==> config.mk <==
export PLATFORM = sky130hd
export DESIGN_NAME = udp_key_extractor
export DESIGN_NICKNAME = d
export VERILOG_FILES = /design/src/rtl/udp_key_extractor.sv
export SDC_FILE = /design/constraint.sdc
export NUM_CORES = 1
export LEC_CHECK = 0
export ABC_AREA = 1
export BUFFER_PORTS_ARGS = -buffer_cell sky130_fd_sc_hd__buf_2
export CAP_MARGIN = 20
export CORE_MARGIN = 2
export CORE_UTILIZATION = 56
export DETAILED_ROUTE_END_ITERATION = 6
export GPL_TIMING_DRIVEN = 1
export PLACE_DENSITY = 0.91
export SLEW_MARGIN = 15
export SYNTH_ARGS = -nofsm -noshare
export SYNTH_HDL_FRONTEND = slang
export SYNTH_SLANG_ARGS = --single-unit
==> constraint.sdc <==
create_clock -name clk -period 2.33 [get_ports clk]
set_input_delay 0.1165 -clock clk [delete_from_list [all_inputs] [get_ports clk]]
set_output_delay 0.1165 -clock clk [all_outputs]
set_load 0.005 [all_outputs]
==> src/rtl/udp_key_extractor.sv <==
// udp_key_extractor
// Passive tap on a 64-bit AXI4-Stream receive path. For every IPv4/UDP frame it
// builds the flow key {src_ip, dst_ip, dst_port, 16'h0} and a DNS op flag, and
// pulses out_valid for one cycle. Fields are captured by absolute byte offset.
// Optional 802.1Q support is enabled by defining KEY_EXT_VLAN_EN; without it a
// tagged frame fails the ethertype check.
module udp_key_extractor #(
    parameter int          KEY_SIZE    = 96,
    parameter int          TDATA_WIDTH = 64,
    parameter logic [15:0] DNS_PORT    = 16'd53
) (
    input  logic                       clk,
    input  logic                       rst,
    input  logic [TDATA_WIDTH-1:0]     s_axis_tdata,
    input  logic [TDATA_WIDTH/8-1:0]   s_axis_tkeep,
    input  logic                       s_axis_tvalid,
    input  logic                       s_axis_tready,
    input  logic                       s_axis_tlast,
    output logic [KEY_SIZE-1:0]        out_key,
    output logic [3:0]                 out_flag,
    output logic                       out_valid
);

    localparam logic [15:0] ETH_IPV4 = 16'h0800;
    localparam logic [15:0] ETH_VLAN = 16'h8100;
    localparam logic [7:0]  VER_IHL  = 8'h45;
    localparam logic [7:0]  PROTO_UDP = 8'd17;

    typedef enum logic [1:0] {
        ST_SYNC  = 2'd0,
        ST_IDLE  = 2'd1,
        ST_PARSE = 2'd2,
        ST_SKIP  = 2'd3
    } state_t;

    state_t      state_r, state_s;
    logic [2:0]  beat_cnt_r;
    logic        beat_s;
    logic        capture_s;
    logic        emit_s;
    logic        fail_s;
    logic        done_s;
    logic        vlan_s;
    logic [5:0]  s_off_s;
    logic [5:0]  last_off_s;

    logic [15:0] etype_r,  etype_s;
    logic [7:0]  verihl_r, verihl_s;
    logic [15:0] frag_r,   frag_s;
    logic [7:0]  proto_r,  proto_s;
    logic [31:0] src_ip_r, src_ip_s;
    logic [31:0] dst_ip_r, dst_ip_s;
    logic [15:0] sport_r,  sport_s;
    logic [15:0] dport_r,  dport_s;
`ifdef KEY_EXT_VLAN_EN
    logic [15:0] inner_r,  inner_s;
`endif

    // Byte at frame offset 'off' if it rides on the current beat, else the held value.
    function automatic logic [7:0] pick_byte(input logic [63:0] data, input logic [2:0] beat,
                                             input logic [5:0] off, input logic [7:0] held);
        if (off[5:3] == beat) begin
            return data[{off[2:0], 3'b000} +: 8];
        end else begin
            return held;
        end
    endfunction

    // True when frame offset 'off' is carried by the current beat.
    function automatic logic on_beat(input logic [2:0] beat, input logic [5:0] off);
        return (off[5:3] == beat);
    endfunction

    assign beat_s = s_axis_tvalid & s_axis_tready;

    // Merge the current beat's bytes into each header field (S-relative offsets follow the tag).
    always_comb begin
        etype_s = {pick_byte(s_axis_tdata, beat_cnt_r, 6'd12, etype_r[15:8]),
                   pick_byte(s_axis_tdata, beat_cnt_r, 6'd13, etype_r[7:0])};
`ifdef KEY_EXT_VLAN_EN
        inner_s = {pick_byte(s_axis_tdata, beat_cnt_r, 6'd16, inner_r[15:8]),
                   pick_byte(s_axis_tdata, beat_cnt_r, 6'd17, inner_r[7:0])};
        vlan_s  = (etype_s == ETH_VLAN);
`else
        vlan_s  = 1'b0;
`endif
        s_off_s    = vlan_s ? 6'd4 : 6'd0;
        last_off_s = 6'd37 + s_off_s;
        verihl_s = pick_byte(s_axis_tdata, beat_cnt_r, 6'd14 + s_off_s, verihl_r);
        frag_s   = {pick_byte(s_axis_tdata, beat_cnt_r, 6'd20 + s_off_s, frag_r[15:8]),
                    pick_byte(s_axis_tdata, beat_cnt_r, 6'd21 + s_off_s, frag_r[7:0])};
        proto_s  = pick_byte(s_axis_tdata, beat_cnt_r, 6'd23 + s_off_s, proto_r);
        src_ip_s = {pick_byte(s_axis_tdata, beat_cnt_r, 6'd26 + s_off_s, src_ip_r[31:24]),
                    pick_byte(s_axis_tdata, beat_cnt_r, 6'd27 + s_off_s, src_ip_r[23:16]),
                    pick_byte(s_axis_tdata, beat_cnt_r, 6'd28 + s_off_s, src_ip_r[15:8]),
                    pick_byte(s_axis_tdata, beat_cnt_r, 6'd29 + s_off_s, src_ip_r[7:0])};
        dst_ip_s = {pick_byte(s_axis_tdata, beat_cnt_r, 6'd30 + s_off_s, dst_ip_r[31:24]),
                    pick_byte(s_axis_tdata, beat_cnt_r, 6'd31 + s_off_s, dst_ip_r[23:16]),
                    pick_byte(s_axis_tdata, beat_cnt_r, 6'd32 + s_off_s, dst_ip_r[15:8]),
                    pick_byte(s_axis_tdata, beat_cnt_r, 6'd33 + s_off_s, dst_ip_r[7:0])};
        sport_s  = {pick_byte(s_axis_tdata, beat_cnt_r, 6'd34 + s_off_s, sport_r[15:8]),
                    pick_byte(s_axis_tdata, beat_cnt_r, 6'd35 + s_off_s, sport_r[7:0])};
        dport_s  = {pick_byte(s_axis_tdata, beat_cnt_r, 6'd36 + s_off_s, dport_r[15:8]),
                    pick_byte(s_axis_tdata, beat_cnt_r, 6'd37 + s_off_s, dport_r[7:0])};
    end

    // Each criterion is judged on the beat that completes its field; the key is done
    // when offset 37+S arrives (and, on the tlast beat, its keep lane is set).
    always_comb begin
        fail_s = (on_beat(beat_cnt_r, 6'd13) && (etype_s != ETH_IPV4) && !vlan_s)
`ifdef KEY_EXT_VLAN_EN
               || (vlan_s && on_beat(beat_cnt_r, 6'd17) && (inner_s != ETH_IPV4))
`endif
               || (on_beat(beat_cnt_r, 6'd14 + s_off_s) && (verihl_s != VER_IHL))
               || (on_beat(beat_cnt_r, 6'd21 + s_off_s) && ((frag_s & 16'h3FFF) != 16'h0000))
               || (on_beat(beat_cnt_r, 6'd23 + s_off_s) && (proto_s != PROTO_UDP));
        done_s = on_beat(beat_cnt_r, last_off_s)
               && (!s_axis_tlast || s_axis_tkeep[last_off_s[2:0]]);
    end

    // State register.
    always_ff @(posedge clk) begin
        if (rst) begin
            state_r <= ST_SYNC;
        end else begin
            state_r <= state_s;
        end
    end

    // Next-state logic; tlast with a handshake always closes the frame.
    always_comb begin
        state_s = state_r;
        case (state_r)
            ST_SYNC: begin
                if (!s_axis_tvalid) begin
                    state_s = ST_IDLE;
                end else if (beat_s) begin
                    state_s = s_axis_tlast ? ST_IDLE : ST_SKIP;
                end else begin
                    state_s = ST_SYNC;
                end
            end
            ST_IDLE: begin
                if (beat_s && !s_axis_tlast) begin
                    state_s = ST_PARSE;
                end else begin
                    state_s = ST_IDLE;
                end
            end
            ST_PARSE: begin
                if (!beat_s) begin
                    state_s = ST_PARSE;
                end else if (s_axis_tlast) begin
                    state_s = ST_IDLE;
                end else if (fail_s || done_s) begin
                    state_s = ST_SKIP;
                end else begin
                    state_s = ST_PARSE;
                end
            end
            ST_SKIP: begin
                if (beat_s && s_axis_tlast) begin
                    state_s = ST_IDLE;
                end else begin
                    state_s = ST_SKIP;
                end
            end
            default: state_s = ST_SYNC;
        endcase
    end

    // Output decode: capture on parse beats, emit when the key completes cleanly.
    always_comb begin
        capture_s = 1'b0;
        emit_s    = 1'b0;
        case (state_r)
            ST_PARSE: begin
                capture_s = beat_s;
                emit_s    = beat_s && done_s && !fail_s;
            end
            default: begin
                capture_s = 1'b0;
                emit_s    = 1'b0;
            end
        endcase
    end

    // Beat counter: index of the current beat within the frame, saturating at 7.
    always_ff @(posedge clk) begin
        if (rst) begin
            beat_cnt_r <= 3'd0;
        end else if (beat_s) begin
            if (s_axis_tlast) begin
                beat_cnt_r <= 3'd0;
            end else if (beat_cnt_r != 3'd7) begin
                beat_cnt_r <= beat_cnt_r + 3'd1;
            end else begin
                beat_cnt_r <= beat_cnt_r;
            end
        end else begin
            beat_cnt_r <= beat_cnt_r;
        end
    end

    // Header field registers, updated with the merged values on parse beats.
    always_ff @(posedge clk) begin
        if (rst) begin
            etype_r  <= 16'h0000;
            verihl_r <= 8'h00;
            frag_r   <= 16'h0000;
            proto_r  <= 8'h00;
            src_ip_r <= 32'h0000_0000;
            dst_ip_r <= 32'h0000_0000;
            sport_r  <= 16'h0000;
            dport_r  <= 16'h0000;
`ifdef KEY_EXT_VLAN_EN
            inner_r  <= 16'h0000;
`endif
        end else if (capture_s) begin
            etype_r  <= etype_s;
            verihl_r <= verihl_s;
            frag_r   <= frag_s;
            proto_r  <= proto_s;
            src_ip_r <= src_ip_s;
            dst_ip_r <= dst_ip_s;
            sport_r  <= sport_s;
            dport_r  <= dport_s;
`ifdef KEY_EXT_VLAN_EN
            inner_r  <= inner_s;
`endif
        end else begin
            etype_r  <= etype_r;
        end
    end

    // Registered outputs: key/flag held until the next emit, valid is a single pulse.
    always_ff @(posedge clk) begin
        if (rst) begin
            out_valid <= 1'b0;
            out_key   <= '0;
            out_flag  <= 4'b0000;
        end else begin
            out_valid <= emit_s;
            if (emit_s) begin
                out_key  <= {src_ip_s, dst_ip_s, dport_s, 16'h0000};
                out_flag <= {2'b00, (sport_s == DNS_PORT), (dport_s == DNS_PORT)};
            end else begin
                out_key  <= out_key;
            end
        end
    end

endmodule

# Word-level counts from Yosys, hierarchy flattened
# Index checks and enable logic that the tools add are counted.
[op_classes]
bitwise = 1
eq_ne = 13
multipliers = 0
n_reduce_logical = 20
div_mod_pow = 0
order_cmp = 0
mux = 31
n_addsub = 1
n_shift = 0
[ops]
columns = ["operator", "count"]
rows = [
  ["two-way mux 8 bit", 17],
  ["equality test 16 x 6 -> 1 bit (second input constant)", 2],
  ["inequality test 16 x 12 -> 1 bit (second input constant)", 1],
  ["nonzero test 16 bit", 1],
  ["two-way mux 2 bit", 7],
  ["logical AND 1 bit", 9],
  ["inequality test 8 x 5 -> 1 bit (second input constant)", 1],
  ["inequality test 8 x 7 -> 1 bit (second input constant)", 1],
  ["one-hot mux 2 bit (4 select lines)", 1],
  ["equality test 2 x 3 -> 1 bit (first input constant)", 2],
  ["two-way mux 3 bit", 2],
  ["two-way mux 6 bit", 1],
  ["logical OR 1 bit", 5],
  ["equality test 2 bit (second input constant)", 2],
  ["adder 3 x 1 -> 3 bit (second input constant)", 1],
  ["equality test 1 x 3 -> 1 bit (first input constant)", 1],
  ["equality test 3 bit (first input constant)", 1],
  ["two-way mux 1 bit", 3],
  ["inequality test 3 bit (second input constant)", 1],
  ["equality test 2 x 1 -> 1 bit (second input constant)", 1],
  ["zero test 1 bit", 2],
  ["zero test 2 bit", 1],
  ["AND reduction 2 bit", 1],
  ["nonzero test 2 bit", 1],
  ["bitwise AND 1 bit", 1],
]
[word_totals]
regBits = 230
romBits = 0
elab_cells = 79
in_bits = 77
latch_bits = 0
mem_count = 0
out_inout_bits = 101
mem_bits_rw = 0

# Logic depth before layout (Yosys ltp)
# Gate-level depths: netlist of the first run.
[depth]
depth_word = 12
mapped_depth = 15
mapped_depth_nobuf = 14

# Worst setup path after synthesis of the first run
# No wires, ideal clock.
[synth_timing]
path_kind = "flip-flop to flip-flop"
from = "register beat_cnt_r[2]"
to = "register src_ip_r[14]"
setup_ns = 0.070
n_path_buf = 3
arrival_ns = 1.778
stages_incl_launch_ff = 10
t_required_ns = 2.260
synth_period_minus_slack_ns = 1.848
slack_ns = 0.482
cell_sequence = "dfxtp_1 > inv_2 > buf_2 > ha_1 > clkbuf_1 > clkbuf_1 > nand2_1 > o21ai_0 > o21ai_0 > a21oi_1"
[synth_between]
elab_chain_cells = 2
[synth_rtl]
columns = ["element", "line_no", "source"]
rows = [
  ["from (decl)", "37", "logic [2:0] beat_cnt_r;"],
  ["from (signal assigned)", "196", "beat_cnt_r <= beat_cnt_r + 3'd1;"],
  ["from (signal assigned)", "198", "beat_cnt_r <= beat_cnt_r;"],
  ["from (signal assigned)", "201", "beat_cnt_r <= beat_cnt_r;"],
  ["equality test 2 x 3 -> 1 bit", "62", "if (off[5:3] == beat) begin"],
  ["two-way mux 8 bit", "62", ""],
  ["to (signal assigned)", "224", "src_ip_r <= src_ip_s;"],
  ["to (decl)", "51", "logic [31:0] src_ip_r, src_ip_s;"],
]
# No other way between the ends.
# A chain may end at the register's enable or synchronous reset.

# Worst setup path in the final report of the first run
[layout_timing]
from = "register beat_cnt_r[0]"
to = "register state_r[0]"
[layout_between]
elab_chain_cells = 12
word_cells_on_any_way = 26
classes_between = "6 x eq/ne; 10 x mux; 10 x reduce/logical"
[layout_rtl]
columns = ["element", "line_no", "source"]
rows = [
  ["equality test 1 x 3 -> 1 bit", "62, 71", ""],
  ["two-way mux 8 bit", "62", ""],
  ["inequality test 16 x 12 -> 1 bit or inequality test 8 x 7 -> 1 bit (tied branches)", "110, 114", ""],
  ["logical AND 1 bit, on equally long branches", "110, 114", ""],
  ["logical OR 1 bit (3 in a row)", "110", "fail_s = (on_beat(beat_cnt_r, 6'd13) && (etype_s != ETH_IPV4) && !vlan_s)"],
  ["logical OR 1 bit (*)", "155", "end else if (fail_s || done_s) begin"],
  ["two-way mux 1 bit (*)", "155", ""],
  ["two-way mux 2 bit (*)", "153", "end else if (s_axis_tlast) begin"],
  ["two-way mux 2 bit (*)", "151", "if (!beat_s) begin"],
  ["one-hot mux 2 bit (4 select lines) (*)", "133", "case (state_r)"],
  ["to (signal assigned)", "126", "state_r <= state_s;"],
  ["to (decl)", "36", "state_t state_r, state_s;"],
]
# Every way passes the cells marked *; elsewhere a longest branch is shown, timed or not.

==> results of run 1 <==
[sequential cells by signal, indices dropped and copies added (netlist names)]
| signal | cells |
|---|---|
| frag_r | 14 |
| etype_r | 16 |
| state_r | 2 |
| verihl_r | 8 |
| out_valid | 1 |
| beat_cnt_r | 3 |
| sport_r | 16 |
| dst_ip_r | 32 |
| proto_r | 8 |
| out_key | 80 |
| dport_r | 16 |
| src_ip_r | 32 |
| out_flag | 2 |
[final cells by class]
class / instances / area share [%]
Sequential cell: 230 / 38.62
Tap cell: 225 / 2.361
Clock buffer: 38 / 6.077
Clock inverter: 4 / 0.1889
Multi-Input combinational cell: 972 / 37.11
Inverter: 124 / 3.904
Timing Repair Buffer: 211 / 11.73
[worst max-delay path by stage]
stage	from	endpoint	cells past startpoint
detailed placement	beat_cnt_r[0]	state_r[0]	11
global placement	beat_cnt_r[0]	state_r[0]	11
global route	beat_cnt_r[0]	sport_r[12]	8
CTS	beat_cnt_r[0]	out_key[74]	10
floorplan	beat_cnt_r[2]	src_ip_r[14]	9
finish	beat_cnt_r[0]	state_r[0]	11
[worst max-delay path: stages (launching register included)]
cell and delay (ns):
dfxtp_1 0.34, inv_1 0.13, ha_1 0.27, nand2_2 0.32, o21ai_0 0.38, nand2_1 0.11
nor2_1 0.13, nand3_1 0.08, nand2_1 0.09, nand3_1 0.08, nand2_1 0.06, a21oi_1 0.06
[placed cells by master, fill, tap and decap left out, types with 2 or more instances in the layout]
| master | instances |
|---|---|
| nand2_1 | 387 |
| o21ai_0 | 237 |
| dfxtp_1 | 230 |
| a21oi_1 | 187 |
| buf_2 | 151 |
| inv_1 | 120 |
| nor2_1 | 57 |
| dlygate4sd3_1 | 37 |
| a31oi_1 | 31 |
| clkbuf_16 | 25 |
| nand3_1 | 22 |
| conb_1 | 18 |
| buf_4 | 15 |
| clkbuf_1 | 8 |
| buf_12 | 8 |
| nand4_1 | 6 |
| o21ai_1 | 5 |
| ha_1 | 5 |
| clkbuf_8 | 5 |
| inv_2 | 4 |
| nand2_2 | 3 |
| clkinv_2 | 3 |
| nor2_2 | 2 |
| a211oi_1 | 2 |
| nor4_1 | 2 |
| o21a_1 | 2 |
[cells by family (layout without fill, tap and decap cells)]
logic type | after synthesis | in the layout
flip-flops | 230 | 230
buffers and inverters | 242 | 377
adder cells (fa/ha/maj) | 6 | 6
multiplexers | 1 | 1
other | 1 | 18
AND/OR/NAND/NOR | 482 | 482
AO/OA/AOI/OAI | 465 | 465
[power by group through the flow]
stage / Clock, mW / Combinational [mW] / Sequential (mW)
after floorplan: 0 / 0.231 / 4.06
after global placement: 0 / 0.357 / 4.07
after detailed placement: 0 / 0.363 / 4.07
after CTS: 3.66 / 0.417 / 3.98
after global routing: 3.83 / 0.471 / 3.98
final: 3.64 / 0.426 / 3.98
[stage by stage]
stage                     cells  power (mW)  setup TNS, ns
final                      1804       8.047              0
after global routing       1804       8.288      -0.009042
after CTS                  1804       8.060              0
after detailed placement   1725       4.431              0
after global placement     1725       4.423              0
after floorplan            1444       4.296              0
[routing by layer]
metal / global-route usage (%) / vias up
met5: 0 / -
met4: 11.63 / 0
met3: 4.452 / 70
met2: 47.10 / 387
met1: 35.91 / 4509
li1: - / 4868
[what timing repair did]
item                                    in CTS  in global routing
setup buffers                                0                  0
endpoints found under the setup margin       0                  3
hold buffers                                37                  0
resized for setup                            0                  1
hold endpoints to repair                    38                  0
==> out/qor.csv, run 1 <==
metric,value,unit
start_kind,flop,
reg2reg_slack,0.14,ns
grt_pass1_wl,43190,µm
slew_violations,0,
synth_mux_area_share,0.1001,%
p_comb_share,5.3,%
worstSkewPairLatency,0.52,ns
synth_common_cells,"388 x nand2_1, 237 x o21ai_0, 230 x dfxtp_1",
grt_setup_unrepaired,true,
max-cap-violations,0,
synth_ff_type,dfxtp_1,
yosysTopAreaCell,dfxtp_1,
antenna_found_initial,0,
netlist_area,9996,µm²
hold_class,primary input to flop,
power.internal,6.248,mW
io_pins,178,
yosys_warnings,0,
grt-ovfl-total,0,
reg2reg_depth,11,
place_congestion,0.8571,
p_per_area,675.0,nW/µm²
cts_root_buffer,clkbuf_16,
cts.reportedPaths.clkPinSlew,0.06,ns
status,"complete, no violations",
row_count,48,
slew_headroom,59.84,%
synth-edff-count,0,
worstSetupEndpointType,flop,
grt_pass1_vias,9043,
cts_tree,done,
layout-drive-gt1-share,13.93,%
avgSynthCellArea,7.005,µm²
fmax,456.8,MHz
fin_ws,0.1408,ns
synth_xor_area_share,0,%
hold_start,s_axis_tdata[56],
p_sw,1.800,mW
fin_nets,1646,
arrival,2.57,ns
finalCriticalPeriod,2.189,ns
dieWidth,137.6,µm
numPortBuffers,152,
worst_pin_slew,0.6017,ns
grt_use_total,28.05,%
routed_via_density,5.451,
critPathKind,flop to flop,
synth_top_family_by_area,compound AO/OA/AOI/OAI gates,
wl_met2,13300,µm
pre_cts_ws,0.2166,ns
dieHeight,137.6,µm
detail-route-antenna-nets,0,
utilization,68.69,%
synth_seq_cells,230,
post_dp_cell_area,10800,µm²
finalHoldViolations,0,
start_util,57.59,%
regArea,4604,µm²
ys_seq_area_share,46.06,%
coreArea,17360,µm²
finalSetupViolations,0,
hold_end,proto_r[0],
p_leak,4.914,nW
drt_iter0_drc,880,
antenna_cells,0,
synthCells,1427,
synth_compound_area_share,23.81,%
synthTopCellsByArea,"dfxtp_1 46%, nand2_1 15%, o21ai_0 12%, a21oi_1 9.4%, inv_1 4.6%",
wl_met1,10940,µm
finalCritPeriodShare,93.96,%
final_cell_area,11920,µm²
hold_slack,0.008910,ns
cts-buffers-inserted,24,
crit_required,2.72,ns
htreeDepth,1,
synth_top_area_share,46.06,%
p_seq_share,49.5,%
dr_total_vias,9834,
fin_skew,0.02596,ns
grt_max_degree,135,
yosys.area_share.simple,18.73,%
dpl.hpwl,17030,µm
wire_per_inst,15.02,µm
die-area,18930,µm²
holdPathStages,5,
multi_input_area,4424,µm²
reg2reg_to,state_r[0],
fillers,1366,
yosysMostFrequentCell,nand2_1,
async_flop_share,0,%
power.share.clock,45.2,%
r2r_start,beat_cnt_r[0],
synth_cell_type_count,26,
areaGrowthSynthToFinish,19.26,%
swShare,22.36,%
clock_sinks,230,
worstPathMaxFanout,25,
peakVddDrop,0.5414,mV
routed-wl-met3,1905,µm
cts_buffer_depth,3,
drc,0,
synth_fa_ha_area_share,0.7510,%
drt_pass1_iterations,5,
highest_layer,met4,
totalWireLength,27090,µm
(Power assumes the default switching activity.)
==> run 2, diff against run 1 <==
--- a/config.mk
+++ b/config.mk
@@ -9,10 +9,10 @@
 export BUFFER_PORTS_ARGS = -buffer_cell sky130_fd_sc_hd__buf_2
 export CAP_MARGIN = 20
 export CORE_MARGIN = 2
-export CORE_UTILIZATION = 56
+export CORE_UTILIZATION = 50
 export DETAILED_ROUTE_END_ITERATION = 6
 export GPL_TIMING_DRIVEN = 1
-export PLACE_DENSITY = 0.91
+export PLACE_DENSITY = 0.75
 export SLEW_MARGIN = 15
 export SYNTH_ARGS = -nofsm -noshare
 export SYNTH_HDL_FRONTEND = slang
==> constraint.sdc (replaced) <==
create_clock -name clk -period 1.9 [get_ports clk]
set_input_delay 0.095 -clock clk [delete_from_list [all_inputs] [get_ports clk]]
set_output_delay 0.095 -clock clk [all_outputs]
set_load 0.005 [all_outputs]
==> run 2 against run 1 <==
  * Final cell count up 5.4%
  * Clock skew down 0.014 ns
  * First-iteration DRC count down 18%
  * Flip-flop and latch count unchanged
  * Register-to-register slack worse by 0.11 ns
  * Clock power up 39%
  * Hold slack better by 0.059 ns
  * Via count up 2.1%
  * Critical path depth down 1
  * Highest routed layer unchanged
==> out/qor.csv, run 2 (synthesis gave the netlist of run 1 again) <==
metric,value,unit,change
status,"complete, no violations",,
reg.largest.list,"out_key x80, dst_ip_r x32, src_ip_r x32",,
fillers,1684,,+23%
grt_max_degree,97,,-28%
cts.reportedPaths.clkPinSlew,0.06,ns,about the same
grt_pass1_wl,45050,µm,+4.3%
slew_violations,0,,unchanged
io_pins,178,,unchanged
critPathKind,flop to flop,,
coreArea,19530,µm²,+13%
cts_buffer_depth,3,,unchanged
pre_cts_ws,-0.1433,ns,-0.3599 ns
antenna_cells,0,,unchanged
utilization,65.81,%,-2.9 points
totalWireLength,28820,µm,+6.4%
final_cell_mix,"387 x nand2_1, 227 x dfxtp_1, 225 x o21ai_0",,
fin_nets,1702,,+3.4%
finalCritPeriodShare,98.16,%,+4.2 points
p_leak,5.302,nW,+7.9%
die-area,21140,µm²,+12%
grt_pass1_vias,9295,,+2.8%
instances_no_fill,1902,,+5.4%
drc,0,,unchanged
finalSetupViolations,0,,unchanged
cp_cell_sequence,"inv_2, ha_1, nand2_4, buf_12, nor2_4, o21ai_4, clkinv_4, buf_12, a21oi_1, o21a_1",,
cts-buffers-inserted,25,,+4.2%
multi_input_area,4493,µm²,+1.6%
wire_per_inst,15.15,µm,+0.88%
total_power,10.53,mW,+31%
clock_sinks,230,,unchanged
cts_tree,done,,
dp.cells,1785,,+3.5%
routed_via_density,5.281,,-3.1%
detail-route-antenna-nets,0,,unchanged
cts_root_buffer,clkbuf_16,,
htreeDepth,1,,unchanged
tns,0,ns,unchanged
grt_setup_unrepaired,true,,
fmax,536.2,MHz,+17%
cp_top_family,buffers and inverters,,
final_cell_area,12850,µm²,+7.8%
grt_use_total,25.25,%,-2.8 points
dpl.hpwl,17480,µm,+2.6%
fin_ws,0.03488,ns,-0.1060 ns
hold_slack,0.06802,ns,+0.05911 ns
largest_register,out_key,,
start_kind,flop,,
worstPathMaxFanout,24,,-4.0%
worstSkewPairLatency,0.53,ns,about the same
final_common_cell,nand2_1,,
antenna_found_initial,0,,unchanged
dieWidth,145.4,µm,+5.7%
arrival,2.34,ns,-0.23 ns
worst_path_max_delay_cell,dfxtp_4,,
critical-path-max-stage-delay,0.38,ns,about the same
fin_skew,0.01190,ns,-0.01406 ns
max-cap-violations,0,,unchanged
start_util,51.19,%,-6.4 points
hold_class,primary input to flop,,
critPathMostFrequentCell,buf_12,,
finalHoldViolations,0,,unchanged
numPortBuffers,152,,unchanged
drt_iter0_drc,723,,-18%
p_per_area,819.4,nW/µm²,+21%
grt-ovfl-total,0,,unchanged
layout-drive-gt1-share,16.19,%,+2.3 points
regArea,4613,µm²,+0.19%
dieHeight,145.4,µm,+5.7%
areaGrowthSynthToFinish,28.56,%,
dr_total_vias,10045,,+2.1%
drt_pass1_iterations,5,,unchanged
post_dp_cell_area,11090,µm²,+2.7%
row_count,51,,+6.3%
finalCriticalPeriod,1.865,ns,-0.3240 ns
peakVddDrop,0.8014,mV,+48%
worstSetupEndpointType,flop,,
crit_required,2.37,ns,-0.35 ns
place_congestion,0.8120,,-5.3%
cp.buffers_inverters,4,,+3
largest_reg_flops,80,,unchanged
[run 2: changes by cell type in the layout (fill, tap and decap cells not counted), moves of 3 or more]
cell / before / now
dlygate4sd3_1: 37 / 65
clkbuf_16: 25 / 30
bufinv_16: 0 / 3
dfxtp_1: 230 / 227
ha_4: 0 / 3
o21ai_1: 5 / 15
inv_1: 120 / 117
buf_4: 15 / 26
clkbuf_1: 8 / 5
clkinvlp_4: 1 / 4
buf_12: 8 / 16
o21ai_0: 237 / 225
[run 2: worst paths after layout]
kind | startpoint | cells past startpoint | slack (ns) | end
worst min register to register | src_ip_r[8] | 2 | 0.45 | src_ip_r[8]
worst max-delay path | beat_cnt_r[0] | 10 | 0.03 | out_key[31]
worst max register to register | beat_cnt_r[0] | 10 | 0.03 | out_key[31]
worst min-delay path | s_axis_tready | 5 | 0.07 | beat_cnt_r[1]
[run 2: worst reg2reg max path, cell delays in order, from the launching register on]
cell,delay [ns]
dfxtp_4,0.38
inv_2,0.07
ha_1,0.22
nand2_4,0.15
buf_12,0.17
nor2_4,0.06
o21ai_4,0.13
clkinv_4,0.18
buf_12,0.20
a21oi_1,0.14
o21a_1,0.13
[run 2: power by group]
part / switching [mW] / total [mW] / internal (mW)
registers: 0.0177 / 4.88 / 4.86
clock network: 2.02 / 5.05 / 3.03
logic: 0.349 / 0.601 / 0.251
total: 2.38 / 10.5 / 8.15
[run 2: layout make-up]
| class | instances | area share (%) |
|---|---|---|
| Clock buffer | 35 | 5.550 |
| Clock inverter | 10 | 1.110 |
| Tap cell | 265 | 2.580 |
| Timing Repair Buffer | 266 | 16.22 |
| Sequential cell | 230 | 35.90 |
| Multi-Input combinational cell | 972 | 34.96 |
| Inverter | 124 | 3.680 |
[run 2: repair_timing]
action,in CTS,in global routing
hold buffers,65,0
endpoints found under the setup margin,1,125
hold endpoints to repair,92,0
gates resized for setup,2,37
cloned,0,6
buffers inserted,0,1
pin swaps,0,5
[run 2: metal layers]
layer / GRT usage [%] / vias up / wire [µm]
li1: - / 5006 / -
met1: 32.18 / 4619 / 12340
met2: 42.75 / 347 / 13690
met3: 4.608 / 73 / 1796
met4: 9.608 / 0 / 989
met5: 0 / - / 0
